<file path="config.mk">
export PLATFORM = sky130hd
export DESIGN_NAME = pio_cmd_responder
export DESIGN_NICKNAME = d
export VERILOG_FILES = /design/src/rtl/pio_cmd_pkg.sv /design/src/rtl/pio_pulse_gen.sv /design/src/rtl/pio_cmd_responder.sv
export SDC_FILE = /design/constraint.sdc
export NUM_CORES = 1
export LEC_CHECK = 0
export CAP_MARGIN = 10
export CORE_MARGIN = 3
export CORE_UTILIZATION = 55
export DETAILED_ROUTE_END_ITERATION = 16
export PLACE_DENSITY_LB_ADDON = 0.1
export SETUP_SLACK_MARGIN = 0.05
export SLEW_MARGIN = 25
export SYNTH_ARGS = -nofsm -noshare
export SYNTH_HDL_FRONTEND = slang
export SYNTH_HIERARCHICAL = 1
export SYNTH_SLANG_ARGS = --single-unit
</file>
<file path="constraint.sdc">
create_clock -name clk -period 4.1 [get_ports clk]
set_clock_uncertainty 0.05 [all_clocks]
set_input_delay 1.23 -clock clk [delete_from_list [all_inputs] [get_ports clk]]
set_output_delay 1.23 -clock clk [all_outputs]
set_load 0.02 [all_outputs]
</file>
<file path="src/rtl/pio_cmd_pkg.sv">
// Shared types and field positions for the HPS command/response PIO responder.
// The command byte is {toggle, opcode[2:0], data[3:0]}; the response is {toggle, err, payload[5:0]}.
package pio_cmd_pkg;

   typedef enum logic [2:0] {
      OP_NOP      = 3'd0,
      OP_SET_ADDR = 3'd1,
      OP_WR_LO    = 3'd2,
      OP_WR_HI    = 3'd3,
      OP_RD_LO    = 3'd4,
      OP_RD_HI    = 3'd5,
      OP_RD_STAT  = 3'd6,
      OP_PULSE    = 3'd7
   } opcode_t;

   typedef enum logic [1:0] {
      ST_IDLE   = 2'd0,
      ST_DECODE = 2'd1,
      ST_PULSE  = 2'd2
   } state_t;

   localparam int TOG_BIT   = 7;
   localparam int ERR_BIT   = 6;
   localparam int OP_MSB    = 6;
   localparam int OP_LSB    = 4;
   localparam int PAYLOAD_W = 6;
   localparam int REG_COUNT = 4;

   function automatic logic [7:0] make_rsp(input logic tog, input logic err,
                                           input logic [PAYLOAD_W-1:0] payload);
      return {tog, err, payload};
   endfunction

endpackage

</file>
<file path="src/rtl/pio_pulse_gen.sv">
// Single-shot strobe generator: start loads a 16-bit down-counter and lights one channel
// until the count has run from PULSE_LEN-1 down to 0.
module pio_pulse_gen #(
   parameter int unsigned PULSE_LEN = 16
) (
   input  logic       clk,
   input  logic       reset,
   input  logic       start,
   input  logic [1:0] ch,
   output logic [3:0] pulse_o,
   output logic       done
);

   localparam logic [15:0] LOAD = 16'(PULSE_LEN - 1);

   logic [15:0] count;

   always_ff @(posedge clk) begin
      if (reset) begin
         count   <= '0;
         pulse_o <= '0;
      end else if (start) begin
         count   <= LOAD;
         pulse_o <= 4'b0001 << ch;
      end else if (pulse_o != 4'b0000) begin
         if (count == 16'd0) pulse_o <= '0;
         else                count   <= count - 16'd1;
      end
   end

   // Final strobe cycle: the owner acks on the same edge that clears the pulse.
   assign done = (pulse_o != 4'b0000) && (count == 16'd0);

endmodule

</file>
<file path="src/rtl/pio_cmd_responder.sv">
// Fabric-side responder for the HPS pio_0/pio_1 command/response pair using a toggle handshake.
// Executes one latched command per request and acks by copying the request toggle into rsp[7].
module pio_cmd_responder
   import pio_cmd_pkg::*;
#(
   parameter logic [5:0]  VERSION   = 6'h01,
   parameter int unsigned PULSE_LEN = 16
) (
   input  logic        clk,
   input  logic        reset,
   input  logic [7:0]  hps_cmd_i,
   output logic [7:0]  hps_rsp_o,
   input  logic [5:0]  stat_i,
   output logic [31:0] reg_o,
   output logic [3:0]  pulse_o,
   output logic        busy_o
);

   state_t         state;
   logic [7:0]     cmd_q;
   logic [7:0]     cmd_r;
   logic [1:0]     addr;
   logic [3:0]     wdata_lo;
   logic [7:0]     regs [REG_COUNT];

   opcode_t        op;
   logic [3:0]     d;
   logic           pending;
   logic           pulse_start;
   logic           pulse_done;
   logic           dec_err;
   logic [PAYLOAD_W-1:0] dec_payload;

   assign op          = opcode_t'(cmd_r[OP_MSB:OP_LSB]);
   assign d           = cmd_r[3:0];
   assign pending     = cmd_q[TOG_BIT] ^ hps_rsp_o[TOG_BIT];
   assign pulse_start = (state == ST_DECODE) && (op == OP_PULSE) && (d[3:2] == 2'b00);

   always_comb begin
      dec_err     = 1'b0;
      dec_payload = '0;
      case (op)
         OP_NOP:      dec_payload = VERSION;
         OP_SET_ADDR: dec_payload = {d[1:0], 4'h0};
         OP_WR_LO:    dec_payload = {addr, d};
         OP_WR_HI:    dec_payload = {addr, d};
         OP_RD_LO:    dec_payload = {2'b00, regs[addr][3:0]};
         OP_RD_HI:    dec_payload = {2'b00, regs[addr][7:4]};
         OP_RD_STAT:  dec_payload = stat_i;
         OP_PULSE: begin
            dec_err     = (d[3:2] != 2'b00);
            dec_payload = {2'b00, d};
         end
      endcase
   end

   always_comb begin
      reg_o = '0;
      for (int i = 0; i < REG_COUNT; i++) reg_o[8*i +: 8] = regs[i];
   end

   always_ff @(posedge clk) begin
      if (reset) begin
         state     <= ST_IDLE;
         cmd_q     <= '0;
         cmd_r     <= '0;
         hps_rsp_o <= '0;
         addr      <= '0;
         wdata_lo  <= '0;
         busy_o    <= 1'b0;
         for (int i = 0; i < REG_COUNT; i++) regs[i] <= '0;
      end else begin
         cmd_q <= hps_cmd_i;
         case (state)
            ST_IDLE: begin
               if (pending) begin
                  cmd_r  <= cmd_q;
                  state  <= ST_DECODE;
                  busy_o <= 1'b1;
               end
            end
            ST_DECODE: begin
               case (op)
                  OP_SET_ADDR: addr     <= d[1:0];
                  OP_WR_LO:    wdata_lo <= d;
                  OP_WR_HI:    regs[addr] <= {d, wdata_lo};
                  default: ;
               endcase
               // A valid pulse defers the ack until the strobe finishes.
               if (pulse_start) begin
                  state <= ST_PULSE;
               end else begin
                  hps_rsp_o <= make_rsp(cmd_r[TOG_BIT], dec_err, dec_payload);
                  state     <= ST_IDLE;
                  busy_o    <= 1'b0;
               end
            end
            ST_PULSE: begin
               if (pulse_done) begin
                  hps_rsp_o <= make_rsp(cmd_r[TOG_BIT], 1'b0, {2'b00, d});
                  state     <= ST_IDLE;
                  busy_o    <= 1'b0;
               end
            end
            default: begin
               state  <= ST_IDLE;
               busy_o <= 1'b0;
            end
         endcase
      end
   end

   pio_pulse_gen #(
      .PULSE_LEN (PULSE_LEN)
   ) u_pulse (
      .clk     (clk),
      .reset   (reset),
      .start   (pulse_start),
      .ch      (d[1:0]),
      .pulse_o (pulse_o),
      .done    (pulse_done)
   );

endmodule

</file>
Word level (Yosys, flattened, before mapping)
Memory sizes are Yosys's and may differ from the RTL's. A register that Yosys moved wholly into a read port is not among the register bits.
Cells that the tools add are included.
{"block": "word_totals", "ff_bits": 53, "ramBits": 32, "input_bits": 16, "output_inout_bits": 45, "word_cells": 82, "mem_count": 1}
{"name": "regs", "words": 4, "word_bits": 8, "read_ports": 5, "rd_clocked_by_memory_dff": 1, "wr": 4, "line_no": "pio_cmd_responder.sv:24", "source": "logic [7:0] regs [REG_COUNT];"}
{"block": "classes", "n_addsub": 1, "eq_ne": 13, "shifts": 1, "muxes": 30, "bitwise": 2, "reduce_logical": 24}
{"cell": "one-hot mux 6 bit (7 select lines)", "n": 1}
{"cell": "2-to-1 mux 4 bit", "n": 6}
{"cell": "2-to-1 mux 8 bit", "n": 3}
{"cell": "zero test 16 bit", "n": 1}
{"cell": "one-hot mux 8 bit (2 select lines)", "n": 1}
{"cell": "subtractor 16 x 1 -> 16 bit (second input constant)", "n": 1}
{"cell": "AND reduction 2 bit", "n": 7}
{"cell": "equality test 3 bit (second input constant)", "n": 4}
{"cell": "2-to-1 mux 2 bit", "n": 6}
{"cell": "2-to-1 mux 1 bit", "n": 11}
{"cell": "inequality test 2 bit (second input constant)", "n": 4}
{"cell": "nonzero test 2 bit", "n": 4}
{"cell": "OR reduction 8 bit", "n": 1}
{"cell": "equality test 3 x 2 -> 1 bit (second input constant)", "n": 2}
{"cell": "one-hot mux 2 bit (3 select lines)", "n": 1}
{"cell": "AND reduction 3 bit", "n": 2}
{"cell": "zero test 2 bit", "n": 2}
{"cell": "nonzero test 4 bit", "n": 1}
{"cell": "OR reduction 2 bit", "n": 2}
{"cell": "left shift 1 x 2 -> 4 bit (first input constant)", "n": 1}
{"cell": "equality test 3 x 1 -> 1 bit (second input constant)", "n": 1}
{"cell": "logical AND 1 bit", "n": 3}
{"cell": "zero test 3 bit", "n": 1}
{"cell": "one-hot mux 1 bit (3 select lines)", "n": 1}
{"cell": "other kinds (4)", "n": 4}

Logic depth before layout (Yosys ltp)
Gate-level depths: netlist of run 1.
{"block": "logic_depth", "ltp_word": 7, "ltp_mapped": 12, "depth_no_buf": 9}

Hierarchy
Netlist of run 1, hierarchy kept.
{"mod": "pio_cmd_responder", "instances": 1, "cells_each": 267, "area_each_um2": 2996.6}
{"mod": "pio_pulse_gen", "instances": 1, "cells_each": 133, "area_each_um2": 1147.4}

Worst setup path after synthesis of run 1
OpenSTA, ideal clock, no wires.
{"block": "synth_path", "path_type": "in2reg", "start": "in reset", "end": "mem regs[0][0], enable pin", "setup_ns": 0.309, "t_arrival_ns": 2.239, "required_time_ns": 3.741, "slack_ns": 1.501, "cell_stages": 4, "path_buffers": 1, "path_cell_list": "nor4_1 > clkbuf_2 > nor3b_2 > or2_2"}
{"element": "from (decl)", "line_no": "pio_cmd_responder.sv:10", "source": "input logic reset,"}
{"element": "to (decl)", "line_no": "pio_cmd_responder.sv:24"}

Worst setup path in the final report of run 1
{"block": "layout_path", "start": "reg u_pulse.count[0]", "end": "reg hps_rsp_o[1]"}
{"block": "layout_via", "elab_chain_cells": 4}
{"element": "from (decl)", "line_no": "pio_pulse_gen.sv:16", "source": "logic [15:0] count;"}
{"element": "from (signal assigned)", "line_no": "pio_pulse_gen.sv:27", "source": "else count <= count - 16'd1;"}
{"element": "zero test 16 bit", "line_no": "pio_pulse_gen.sv:32", "source": "assign done = (pulse_o != 4'b0000) && (count == 16'd0);"}
{"element": "logical AND 1 bit", "line_no": "pio_pulse_gen.sv:32"}
{"element": "named net pulse_done", "line_no": "pio_cmd_responder.sv:30", "source": "logic pulse_done;"}
{"element": "inequality test 2 bit (no source line)"}
{"element": "AND reduction 3 bit (no source line)"}
{"element": "to (signal assigned)", "line_no": "pio_cmd_responder.sv:93", "source": "hps_rsp_o <= make_rsp(cmd_r[TOG_BIT], dec_err, dec_payload);"}
{"element": "to (signal assigned)", "line_no": "pio_cmd_responder.sv:100", "source": "hps_rsp_o <= make_rsp(cmd_r[TOG_BIT], 1'b0, {2'b00, d});"}
{"element": "to (decl)", "line_no": "pio_cmd_responder.sv:12", "source": "output logic [7:0] hps_rsp_o,"}
The timed path passes the listed nets, and every way through them passes these cells.
A chain may end at the register's enable or synchronous reset.

==> results of run 1 <==
[area by class of cell]
type,instances,area [sq um]
inverters,10,37.5
clock inverters,4,22.5
clock buffers,12,145
flip-flops and latches,87,2060
multi-input cells,274,1890
well taps,99,124
repair buffers,65,638
fillers,622,2370
[logic make-up after synthesis]
logic type	Yosys count
and+or+nand+nor	175
DFF	87
AOI/OAI and AO/OA	67
buffers and inverters	39
muxes	30
xor gates and xnor gates	1
adders and majority gates	1
[layout by cell type, fill, tap and decap left out, types with 3 or more instances in the layout]
cell type                          n
sky130_fd_sc_hd__buf_4             5
sky130_fd_sc_hd__nor4_1            7
sky130_fd_sc_hd__and2_1           32
sky130_fd_sc_hd__clkinv_2          3
sky130_fd_sc_hd__nor3_1           13
sky130_fd_sc_hd__nor2b_1          15
sky130_fd_sc_hd__nand3_1          10
sky130_fd_sc_hd__clkdlybuf4s50_1  60
sky130_fd_sc_hd__a21oi_1          22
sky130_fd_sc_hd__clkbuf_8         10
sky130_fd_sc_hd__or2_2             4
sky130_fd_sc_hd__o211ai_1          4
sky130_fd_sc_hd__or4_1             5
sky130_fd_sc_hd__mux2_2            3
sky130_fd_sc_hd__or3_1             6
sky130_fd_sc_hd__o21ai_0           4
sky130_fd_sc_hd__nand2_1          20
sky130_fd_sc_hd__o31ai_1           5
sky130_fd_sc_hd__edfxtp_1         32
sky130_fd_sc_hd__mux2i_1          23
sky130_fd_sc_hd__nor2_1           34
sky130_fd_sc_hd__nand3b_1          6
sky130_fd_sc_hd__and3_1            3
sky130_fd_sc_hd__dfxtp_1          55
sky130_fd_sc_hd__o41ai_1           4
sky130_fd_sc_hd__o22ai_1           3
sky130_fd_sc_hd__mux4_2            4
sky130_fd_sc_hd__inv_1             9
sky130_fd_sc_hd__nand4_1           5
[critical path, stage by stage (launching register included)]
cell,delay (ps)
sky130_fd_sc_hd__dfxtp_1,350
sky130_fd_sc_hd__inv_1,80
sky130_fd_sc_hd__ha_1,330
sky130_fd_sc_hd__or4b_4,620
sky130_fd_sc_hd__nor3_1,400
sky130_fd_sc_hd__nand3b_1,190
sky130_fd_sc_hd__o2bb2ai_4,220
sky130_fd_sc_hd__nor3_1,430
sky130_fd_sc_hd__o21ai_0,170
sky130_fd_sc_hd__a21oi_1,160
[where the power goes]
part           total (uW)  internal, uW  switching (uW)
Sequential            937           914            23.0
Clock                 526           234             292
Combinational         118          58.2            59.9
Total                1580          1210             375
[synth_stat cells (2+ instances only)]
| cell | instances | area [sq um] |
|---|---|---|
| sky130_fd_sc_hd__or4b_4 | 2 | 27.5 |
| sky130_fd_sc_hd__o211ai_1 | 4 | 30.0 |
| sky130_fd_sc_hd__a21oi_1 | 22 | 110 |
| sky130_fd_sc_hd__buf_2 | 8 | 40.0 |
| sky130_fd_sc_hd__nor3_1 | 13 | 65.1 |
| sky130_fd_sc_hd__mux2i_1 | 23 | 230 |
| sky130_fd_sc_hd__o21ai_0 | 4 | 20.0 |
| sky130_fd_sc_hd__nor2b_1 | 15 | 93.8 |
| sky130_fd_sc_hd__nor4_2 | 2 | 25.0 |
| sky130_fd_sc_hd__a32o_1 | 2 | 20.0 |
| sky130_fd_sc_hd__mux2_2 | 3 | 33.8 |
| sky130_fd_sc_hd__edfxtp_1 | 32 | 961 |
| sky130_fd_sc_hd__a2111oi_0 | 2 | 17.5 |
| sky130_fd_sc_hd__nor4b_1 | 2 | 17.5 |
| sky130_fd_sc_hd__nand3_1 | 10 | 50.1 |
| sky130_fd_sc_hd__a41o_1 | 2 | 20.0 |
| sky130_fd_sc_hd__clkbuf_1 | 14 | 52.6 |
| sky130_fd_sc_hd__nand2_1 | 20 | 75.1 |
| sky130_fd_sc_hd__a311oi_1 | 2 | 17.5 |
| sky130_fd_sc_hd__buf_6 | 4 | 45.0 |
| sky130_fd_sc_hd__nand3b_1 | 6 | 45.0 |
| sky130_fd_sc_hd__nor2_1 | 34 | 128 |
| sky130_fd_sc_hd__and2_1 | 32 | 200 |
| sky130_fd_sc_hd__nand2b_1 | 2 | 12.5 |
| sky130_fd_sc_hd__dfxtp_1 | 55 | 1100 |
| sky130_fd_sc_hd__a22oi_1 | 2 | 15.0 |
| sky130_fd_sc_hd__or4_1 | 5 | 37.5 |
| sky130_fd_sc_hd__o31ai_1 | 5 | 37.5 |
| sky130_fd_sc_hd__mux4_2 | 4 | 90.1 |
| sky130_fd_sc_hd__o22ai_1 | 3 | 18.8 |
| sky130_fd_sc_hd__and3_1 | 3 | 18.8 |
| sky130_fd_sc_hd__a22o_1 | 2 | 17.5 |
| sky130_fd_sc_hd__o41ai_1 | 4 | 35.0 |
| sky130_fd_sc_hd__a211oi_1 | 2 | 15.0 |
| sky130_fd_sc_hd__nand4_1 | 5 | 31.3 |
| sky130_fd_sc_hd__or3_1 | 6 | 37.5 |
| sky130_fd_sc_hd__inv_1 | 9 | 33.8 |
| sky130_fd_sc_hd__and3b_1 | 2 | 17.5 |
| sky130_fd_sc_hd__nor4_1 | 7 | 43.8 |
| sky130_fd_sc_hd__a31oi_1 | 2 | 12.5 |
| sky130_fd_sc_hd__or2_2 | 4 | 25.0 |
[worst min path at each step]
| stage | start | endpoint | slack, ps | cells after the start |
|---|---|---|---|---|
| global route | cmd_q[2]$_SDFF_PP0_ | cmd_r[2]$_SDFFE_PP0P_ | 440 | 2 |
| global placement | cmd_q[6]$_SDFF_PP0_ | cmd_r[6]$_SDFFE_PP0P_ | 390 | 2 |
| finish | cmd_q[6]$_SDFF_PP0_ | cmd_r[6]$_SDFFE_PP0P_ | 420 | 2 |
| floorplan | cmd_q[0]$_SDFF_PP0_ | cmd_r[0]$_SDFFE_PP0P_ | 390 | 2 |
| detailed placement | cmd_q[6]$_SDFF_PP0_ | cmd_r[6]$_SDFFE_PP0P_ | 400 | 2 |
| CTS | cmd_q[6]$_SDFF_PP0_ | cmd_r[6]$_SDFFE_PP0P_ | 420 | 2 |
[per-stage QoR]
stage / area (sq um) / util
global placement: 4750 / 0.652
CTS: 4920 / 0.675
floorplan: 4140 / -
detailed placement: 4750 / 0.652
finish: 4920 / 0.675
global route: 4920 / 0.675
[state kept, by name (all words and copies together), names as in the netlist, named ones only]
name and flops:
hps_rsp_o 8, state 2, busy_o 1, wdata_lo 4, addr 2, cmd_q 8, cmd_r 8, u_pulse/pulse_o 4
regs 32, u_pulse/count 16
[metal layers]
layer,global-route usage,up-vias,share of wire
met5,0,-,0
met4,0.0745,0,0.0096
met3,0.0390,9,0.062
met2,0.358,110,0.46
met1,0.344,1539,0.47
li1,-,1568,-
==> results by group, run 1 <==
Status
  • Result of the run: completed

Logic synthesis
  • Flops & latches, synth: 87
  • Yosys cell types: 61
  • Mean instance size in the synthesized netlist: 10.4 sq um
  • Mux contribution to synthesized area: 0.0854
  • Most used DFF post-synth: sky130_fd_sc_hd__dfxtp_1
  • Netlist Area Pre-Place: 4140 sq um
  • Number of enable flip-flop cells after synthesis: 32
  • Post-Synth Simple-Gate Area: 0.245
  • Compound-gate portion of the synthesized area: 0.120
  • Gate count of the mapped netlist: 400
  • Largest family of logic cells by synthesized area: simple AND/OR/NAND/NOR gates
  • Adder-cell share of the synthesized area: 0.00302
  • Asr flop ratio synth: 0
  • Warnings from Yosys: 6
  • Post-Syn Nets: 417
  • Share of the yosys chip area belonging to registers: 0.498
  • Xor/xnor share of the synthesized area: 0.00211

Setup path
  • Crit path capture type: flop
  • Worst reg2reg setup slack: 1020 ps
  • Arrival time of the worst setup path: 3310 ps
  • Path type of the worst setup path: reg2reg
  • Endpoint required time on the critical path: 4330 ps
  • Critical path fanouts, max: 13
  • Startpoint types: flop
  • Capture point of the worst reg-to-reg path: hps_rsp_o[1]$_SDFFE_PP0P_
  • Reg2Reg Depth: 9
  • Worst setup path startpoint: u_pulse/count[0]$_SDFFE_PP0P_
  • Destination of the critical timing path: hps_rsp_o[1]$_SDFFE_PP0P_
  • Critical R2R Launch: u_pulse/count[0]$_SDFFE_PP0P_

Worst hold path
  • HP Class: reg2reg

Power and ir drop
  • Ratio of total power to cell area: 321 nW/um^2
  • Total power draw: 1580 uW
  • Leakage power total: 0.00182 uW
  • Maximum vdd ir drop: 215 uV

Final layout
  • Number of nets in the finished design: 464
  • Antenna diode instance count: 0
  • Number of standard cells in the final layout excluding fillers: 551
  • Ratio of cells with drive above 1 in the final layout: 0.0885
  • Area growth from synthesis to layout: 18.7%

STA
  • Final setup violation count: 0
  • Achievable Freq: 325 MHz
  • PnR worst setup slack: 1020 ps
  • RSZ-0062 raised after global routing: false
  • Final critical delay including setup and external delays: 3080 ps
  • Setup tns final: 0 ps
  • Normalized max-slew margin: 0.516
  • Hold Fails Final Rpt: 0
  • Smallest hold slack: 420 ps
  • Tcrit/Tclk final: 0.750
  • Max-slew violation count: 0
  • Transition at the pin with the smallest max-transition slack: 726 ps

Global routing
  • Tot GR Track Use: 0.236
  • Via count of the first global-routing pass: 3,071
  • Maximum number of pins on one net before global-route repair: 53
  • First-pass GRT wire length: 15.8 mm
  • Final global-route overflow total: 0
  • Number of antenna violations at the first check in global routing: 0

CTS
  • Maximum number of buffers from clock root to sink: 2
  • Buffer cell driving the clock tree root: sky130_fd_sc_hd__clkbuf_8
  • Buffers inserted by post-CTS timing repair: 0
  • # hold bufs at CTS: 0
  • Count of instances resized after the clock tree is built: 0
  • Count of clock tree sinks: 87
  • H-Tree Level Count: 3
  • TritonCTS clock tree: done
  • Insertion delay of the later-clocked pin in the worst-skew pair: 350 ps
  • Clock-pin slew on the worst setup and hold paths: 80 ps
  • Inserted Clock Buffers: 9

Floorplan
  • Core region area: 7290 sq um
  • Die W: 92.8 microns
  • Number of cell rows: 31
  • Die outline height: 92.8 microns
  • I/O pin count: 61
  • Initial standard-cell utilization of the core: 0.568
  • Die ar.: 8610 sq um

Drt
  • First-pass iteration count of the detailed router: 6
  • Number of DRC violations after detailed routing: 0
  • Via count: 3,226
  • Sum of routed wire length over all layers: 9.68 mm
  • Final antenna-violating net count: 0
  • Average detailed-routed wire length per instance: 17.6 microns
  • Average via count per standard cell: 5.85
  • Detailed router's first-iteration violation count: 240

Placed design
  • Placed Instances: 535
  • Gpl congestion: 0.841
  • Input/output buffers: 60
  • Post-Place Worst Slack: 940 ps
  • Half-perimeter wire length after placement: 6.79 mm

Run
  • Max-Cap Viols: 0
(Power assumes the default switching activity.)
==> inputs of run 2 (changes only) <==
--- a/config.mk
+++ b/config.mk
@@ -7,7 +7,7 @@
 export LEC_CHECK = 0
 export CAP_MARGIN = 10
 export CORE_MARGIN = 3
-export CORE_UTILIZATION = 55
+export CORE_UTILIZATION = 54
 export DETAILED_ROUTE_END_ITERATION = 16
 export PLACE_DENSITY_LB_ADDON = 0.1
 export SETUP_SLACK_MARGIN = 0.05
==> constraint.sdc (replaced) <==
create_clock -name clk -period 2.96 [get_ports clk]
set_clock_uncertainty 0.05 [all_clocks]
set_input_delay 0.888 -clock clk [delete_from_list [all_inputs] [get_ports clk]]
set_output_delay 0.888 -clock clk [all_outputs]
set_load 0.02 [all_outputs]
==> run 2 against run 1 <==
Die area grew 1.7%. Total power grew 43%. Worst hold slack lost 1.8 ps. Largest cell class unchanged.
==> results by group, run 2 (same netlist as run 1, synthesis figures left out) <==
Global routing
  • Via count of the first global-routing pass: 3,008
  • First-pass GRT wire length: 15.6 mm
  • Number of antenna violations at the first check in global routing: 0
  • Tot GR Track Use: 0.231
  • Maximum number of pins on one net before global-route repair: 53
  • Final global-route overflow total: 0

Drt
  • Via count: 3,318
  • Average via count per standard cell: 5.95
  • Routed length on met3: 616 microns
  • Sum of routed wire length over all layers: 9.88 mm
  • Final antenna-violating net count: 0
  • Average detailed-routed wire length per instance: 17.7 microns
  • Met2 Routed Length: 4.55 mm
  • First-pass iteration count of the detailed router: 5
  • Detailed router's first-iteration violation count: 233
  • Number of DRC violations after detailed routing: 0
  • Routed met1 length: 4.58 mm
  • Top layer used by detailed routing: met4

Setup path
  • Crit path capture type: flop
  • Capture point of the worst reg-to-reg path: hps_rsp_o[1]$_SDFFE_PP0P_
  • Critical path fanouts, max: 13
  • Worst reg2reg setup slack: 520 ps
  • Slowest cell on the critical path: sky130_fd_sc_hd__or4b_4
  • Critical R2R Launch: u_pulse/count[0]$_SDFFE_PP0P_
  • Startpoint types: flop
  • Buffering stage count on the worst path with inverters included: 1
  • Endpoint required time on the critical path: 3180 ps
  • Path type of the worst setup path: reg2reg
  • Worst path cell trace: inv_1, ha_1, or4b_4, nor3_1, nand3b_1, o2bb2ai_4, nor3_2, o21ai_0, a21oi_1
  • Largest stage delay on the critical path: 470 ps
  • Reg2Reg Depth: 9
  • Kind of cell adding the most delay to the critical path: simple AND/OR/NAND/NOR gates
  • Arrival time of the worst setup path: 2660 ps

Floorplan
  • Initial standard-cell utilization of the core: 0.565
  • Number of cell rows: 31
  • Die ar.: 8760 sq um
  • Die W: 93.6 microns
  • Die outline height: 93.6 microns
  • Core region area: 7330 sq um
  • I/O pin count: 61

STA
  • Final setup violation count: 0
  • Setup tns final: 0 ps
  • RSZ-0062 raised after global routing: false
  • Final critical delay including setup and external delays: 2440 ps
  • Normalized max-slew margin: 0.535
  • Hold Fails Final Rpt: 0
  • Tcrit/Tclk final: 0.823
  • Max-slew violation count: 0
  • Achievable Freq: 411 MHz
  • Transition at the pin with the smallest max-transition slack: 696 ps

Placed design
  • Half-perimeter wire length after placement: 7.02 mm
  • Input/output buffers: 60
  • Gpl congestion: 0.823

CTS
  • H-Tree Level Count: 3
  • Insertion delay of the later-clocked pin in the worst-skew pair: 350 ps
  • # hold bufs at CTS: 0
  • Inserted Clock Buffers: 9
  • Buffer cell driving the clock tree root: sky130_fd_sc_hd__clkbuf_8
  • Count of clock tree sinks: 87
  • Clock-pin slew on the worst setup and hold paths: 90 ps
  • TritonCTS clock tree: done
  • Maximum number of buffers from clock root to sink: 2

Final layout
  • Area growth from synthesis to layout: 20.6%
  • Largest register by flop count: regs
  • Most common library cell in the layout ignoring fill and taps: sky130_fd_sc_hd__clkdlybuf4s50_1
  • Antenna diode instance count: 0
  • Ratio of cells with drive above 1 in the final layout: 0.109
  • Most used cells in the layout excluding fill and tap cells: 59 x sky130_fd_sc_hd__clkdlybuf4s50_1, 55 x sky130_fd_sc_hd__dfxtp_1, 34 x sky130_fd_sc_hd__nor2_1
  • Flip-flop count of the largest register after layout: 32
  • Number of nets in the finished design: 471
  • Largest registers ranked by flip-flop count: regs: 32 flops, u_pulse/count: 16 flops

Power and ir drop
  • Total power draw: 2260 uW
  • Maximum vdd ir drop: 319 uV
  • Ratio of total power to cell area: 453 nW/um^2
  • Leakage power total: 0.00187 uW

Status
  • Result of the run: completed

Worst hold path
  • Min-Delay Path Depth: 2
  • Beginning of the worst hold path: cmd_q[4]$_SDFF_PP0_
  • Worst min-delay path endpoint: cmd_r[4]$_SDFFE_PP0P_
  • HP Class: reg2reg

Run
  • Max-Cap Viols: 0
[run 2: changes by cell type in the layout (fill, tap and decap cells not counted), sizes merged]
cell           delta
buf               +8
clkdlybuf4s50     -1
clkinv            -1
clkinvlp          -1
inv               +2
[run 2: per-stage QoR]
| stage | cell area [sq um] | hold WS, ps | cells | setup WS, ps | utilization |
|---|---|---|---|---|---|
| 2_1_floorplan | 4140 | 387 | 400 | 382 | - |
| 3_3_place_gp | 4800 | 388 | 542 | 532 | 0.655 |
| 3_5_place_dp | 4800 | 402 | 542 | 468 | 0.655 |
| 4_1_cts | 4990 | 420 | 558 | 418 | 0.681 |
| 5_1_grt | 5000 | 436 | 558 | 277 | 0.682 |
| 6_report | 5000 | 418 | 558 | 524 | 0.682 |
[run 2: cell type report]
cell class / count / area [sq um]
Multi-Input combinational cell: 274 / 1900
Inverter: 10 / 37.5
Clock buffer: 12 / 166
Sequential cell: 87 / 2060
Fill cell: 573 / 2330
Timing Repair Buffer: 72 / 686
Tap cell: 99 / 124
Clock inverter: 4 / 25.0
[run 2: what timing repair did]
action / CTS / global route
endpoints found under the setup margin: 0 / 1
hold endpoints to repair: 0 / 0
resized for setup: 0 / 1
setup buffers: 0 / 0
[run 2: layer usage]
metal  global-route usage  vias to the layer above
met5                    0                        -
met1                0.335                     1608
met2                0.357                      116
met4               0.0734                        0
li1                     -                     1581
met3               0.0346                       13
[run 2: report_power, final]
group	switching [uW]	internal, uW	leakage, uW
combinational	88.8	81.2	0.000990
sequential	27.3	1270	0.000777
clock	421	381	0.000102
[run 2: worst max-delay path by stage]
stage,from,endpoint,depth (start not counted)
floorplan,u_pulse/count[0]$_SDFFE_PP0P_,hps_rsp_o[3]$_SDFFE_PP0P_,11
global placement,u_pulse/count[0]$_SDFFE_PP0P_,hps_rsp_o[3]$_SDFFE_PP0P_,9
detailed placement,u_pulse/count[0]$_SDFFE_PP0P_,hps_rsp_o[3]$_SDFFE_PP0P_,9
CTS,u_pulse/count[0]$_SDFFE_PP0P_,hps_rsp_o[3]$_SDFFE_PP0P_,9
global route,u_pulse/count[0]$_SDFFE_PP0P_,hps_rsp_o[3]$_SDFFE_PP0P_,9
finish,u_pulse/count[0]$_SDFFE_PP0P_,hps_rsp_o[1]$_SDFFE_PP0P_,9
[run 2: tightest hold or removal path, delay by kind of cell (launching register included)]
family | cells | cell delay, ps
AND/OR/NAND/NOR | 1 | 70
flip-flops | 1 | 310
multiplexers | 1 | 60
==> inputs of run 3 (changes only) <==
==> constraint.sdc (replaced) <==
create_clock -name clk -period 2.53 [get_ports clk]
set_clock_uncertainty 0.05 [all_clocks]
set_input_delay 0.759 -clock clk [delete_from_list [all_inputs] [get_ports clk]]
set_output_delay 0.759 -clock clk [all_outputs]
set_load 0.02 [all_outputs]
==> run 3 against run 2 <==
Flip-flop and latch count unchanged. Setup slack worse by 280 ps. Final area grew 1.9%. Final cell count is 2.2% higher. Worst hold slack better by 4.9 ps. Wire length decreased by 0.62%. Non-clock buffer count rose by 12. Largest cell class unchanged.
==> results by group, run 3 (same netlist as run 1, synthesis figures left out) <==
Status
  • Result of the run: completed

Final layout
  • Ratio of cells with drive above 1 in the final layout: 0.136
  • Area growth from synthesis to layout: 22.8%
  • Largest register by flop count: regs
  • Fillcell total: 548
  • Largest registers ranked by flip-flop count: regs: 32 flops, u_pulse/count: 16 flops
  • Flip-flop count of the largest register after layout: 32
  • Most used cells in the layout excluding fill and tap cells: 59 x sky130_fd_sc_hd__clkdlybuf4s50_1, 55 x sky130_fd_sc_hd__dfxtp_1, 34 x sky130_fd_sc_hd__nor2_1
  • Antenna diode instance count: 0
  • Number of nets in the finished design: 483
  • Most common library cell in the layout ignoring fill and taps: sky130_fd_sc_hd__clkdlybuf4s50_1
  • Fraction of the core area covered by cells at the end of the flow: 0.694

STA
  • Final setup violation count: 0
  • PnR worst setup slack: 246 ps
  • Normalized max-slew margin: 0.467
  • Max-slew violation count: 0
  • Transition at the pin with the smallest max-transition slack: 798 ps
  • Smallest hold slack: 423 ps
  • Final critical delay including setup and external delays: 2280 ps
  • Achievable Freq: 438 MHz
  • Setup tns final: 0 ps
  • RSZ-0062 raised after global routing: false
  • Hold Fails Final Rpt: 0
  • Tcrit/Tclk final: 0.903

CTS
  • TritonCTS clock tree: done
  • Clock-pin slew on the worst setup and hold paths: 90 ps
  • Buffer cell driving the clock tree root: sky130_fd_sc_hd__clkbuf_8
  • Insertion delay of the later-clocked pin in the worst-skew pair: 350 ps
  • H-Tree Level Count: 3
  • Count of clock tree sinks: 87
  • Maximum number of buffers from clock root to sink: 2
  • Inserted Clock Buffers: 9

Setup path
  • Endpoint required time on the critical path: 2710 ps
  • Crit path capture type: flop
  • Path type of the worst setup path: reg2reg
  • Critical path fanouts, max: 9
  • Startpoint types: flop
  • Capture point of the worst reg-to-reg path: hps_rsp_o[3]$_SDFFE_PP0P_
  • Worst reg2reg setup slack: 250 ps
  • Arrival time of the worst setup path: 2460 ps
  • Critical R2R Launch: u_pulse/count[0]$_SDFFE_PP0P_
  • Reg2Reg Depth: 9

Placed design
  • Half-perimeter wire length after placement: 7.04 mm
  • Post-Place Worst Slack: 179 ps
  • Input/output buffers: 60
  • Gpl congestion: 0.874

Floorplan
  • Die ar.: 8760 sq um
  • Die outline height: 93.6 microns
  • Number of cell rows: 31
  • Initial standard-cell utilization of the core: 0.565
  • I/O pin count: 61
  • Die W: 93.6 microns
  • Core region area: 7330 sq um

Global routing
  • Number of antenna violations at the first check in global routing: 0
  • Via count of the first global-routing pass: 3,110
  • Tot GR Track Use: 0.233
  • Maximum number of pins on one net before global-route repair: 30
  • Final global-route overflow total: 0
  • First-pass GRT wire length: 15.9 mm

Worst hold path
  • Min-Delay Path Depth: 2
  • HP Class: reg2reg
  • Beginning of the worst hold path: cmd_q[1]$_SDFF_PP0_
  • Worst min-delay path endpoint: cmd_r[1]$_SDFFE_PP0P_

Drt
  • Average detailed-routed wire length per instance: 17.2 microns
  • Sum of routed wire length over all layers: 9.82 mm
  • Via count: 3,344
  • First-pass iteration count of the detailed router: 5
  • Number of DRC violations after detailed routing: 0
  • Detailed router's first-iteration violation count: 288
  • Average via count per standard cell: 5.87
  • Final antenna-violating net count: 0

Power and ir drop
  • Ratio of total power to cell area: 511 nW/um^2
  • Leakage power total: 0.00192 uW
  • Maximum vdd ir drop: 360 uV
  • Total power draw: 2600 uW

Run
  • Max-Cap Viols: 0
[run 3: changes by cell type in the layout (fill, tap and decap cells not counted)]
cell,delta
sky130_fd_sc_hd__clkbuf_8,-1
sky130_fd_sc_hd__nor3_4,+2
sky130_fd_sc_hd__inv_6,+2
sky130_fd_sc_hd__clkbuf_16,-1
sky130_fd_sc_hd__nor3_1,-1
sky130_fd_sc_hd__nor3_2,-1
sky130_fd_sc_hd__buf_4,+12
sky130_fd_sc_hd__inv_4,-1
sky130_fd_sc_hd__clkbuf_1,-1
sky130_fd_sc_hd__clkinv_4,+2
[run 3: final cells by class]
class | count | area, sq um | share of cell area
Clock buffer | 9 | 124 | 0.0243
Inverter | 10 | 37.5 | 0.00737
Sequential cell | 87 | 2060 | 0.405
Tap cell | 99 | 124 | 0.0243
Timing Repair Buffer | 84 | 776 | 0.152
Clock inverter | 7 | 53.8 | 0.0106
Multi-Input combinational cell | 274 | 1910 | 0.376
[run 3: through the flow]
| stage | std cells | instance area [sq um] |
|---|---|---|
| 2_1_floorplan | 400 | 4150 |
| 3_3_place_gp | 550 | 4870 |
| 3_5_place_dp | 550 | 4870 |
| 4_1_cts | 566 | 5050 |
| 5_1_grt | 570 | 5090 |
| 6_report | 570 | 5090 |
[run 3: how the worst max path moves through the flow]
stage,cells past startpoint,from,endpoint,slack [ps]
floorplan,11,u_pulse/count[0]$_SDFFE_PP0P_,hps_rsp_o[3]$_SDFFE_PP0P_,110
global placement,9,u_pulse/count[0]$_SDFFE_PP0P_,hps_rsp_o[3]$_SDFFE_PP0P_,250
detailed placement,9,u_pulse/count[0]$_SDFFE_PP0P_,hps_rsp_o[3]$_SDFFE_PP0P_,180
CTS,9,u_pulse/count[0]$_SDFFE_PP0P_,hps_rsp_o[3]$_SDFFE_PP0P_,140
global route,9,u_pulse/count[0]$_SDFFE_PP0P_,hps_rsp_o[3]$_SDFFE_PP0P_,60
finish,9,u_pulse/count[0]$_SDFFE_PP0P_,hps_rsp_o[3]$_SDFFE_PP0P_,250
[run 3: what timing repair did]
action	4_1_cts	5_1_grt
resized for setup	0	2
setup buffers	0	4
setup endpoints to repair	0	4
hold buffers	0	0
[run 3: layer usage]
metal | vias to the layer above | global-route usage | part of all wire
met2 | 111 | 0.354 | 0.47
met3 | 10 | 0.0330 | 0.050
li1 | 1610 | - | -
met1 | 1613 | 0.341 | 0.47
met5 | - | 0 | 0
met4 | 0 | 0.0818 | 0.013
[run 3: power by group]
group	total [uW]	internal, uW	leakage [uW]	switching [uW]
registers	1510	1480	0.000777	27.6
clock network	884	368	0.0000944	516
logic	210	101	0.00105	109
[run 3: worst max-delay path, cell delays in order (launching register included)]
cell and delay, ps:
sky130_fd_sc_hd__dfxtp_1 350, sky130_fd_sc_hd__inv_1 90, sky130_fd_sc_hd__ha_1 160, sky130_fd_sc_hd__or4b_4 480, sky130_fd_sc_hd__nor3_4 210, sky130_fd_sc_hd__nand3b_1 150, sky130_fd_sc_hd__o2bb2ai_4 200, sky130_fd_sc_hd__a32o_2 250
sky130_fd_sc_hd__a21oi_1 140, sky130_fd_sc_hd__a211oi_2 80
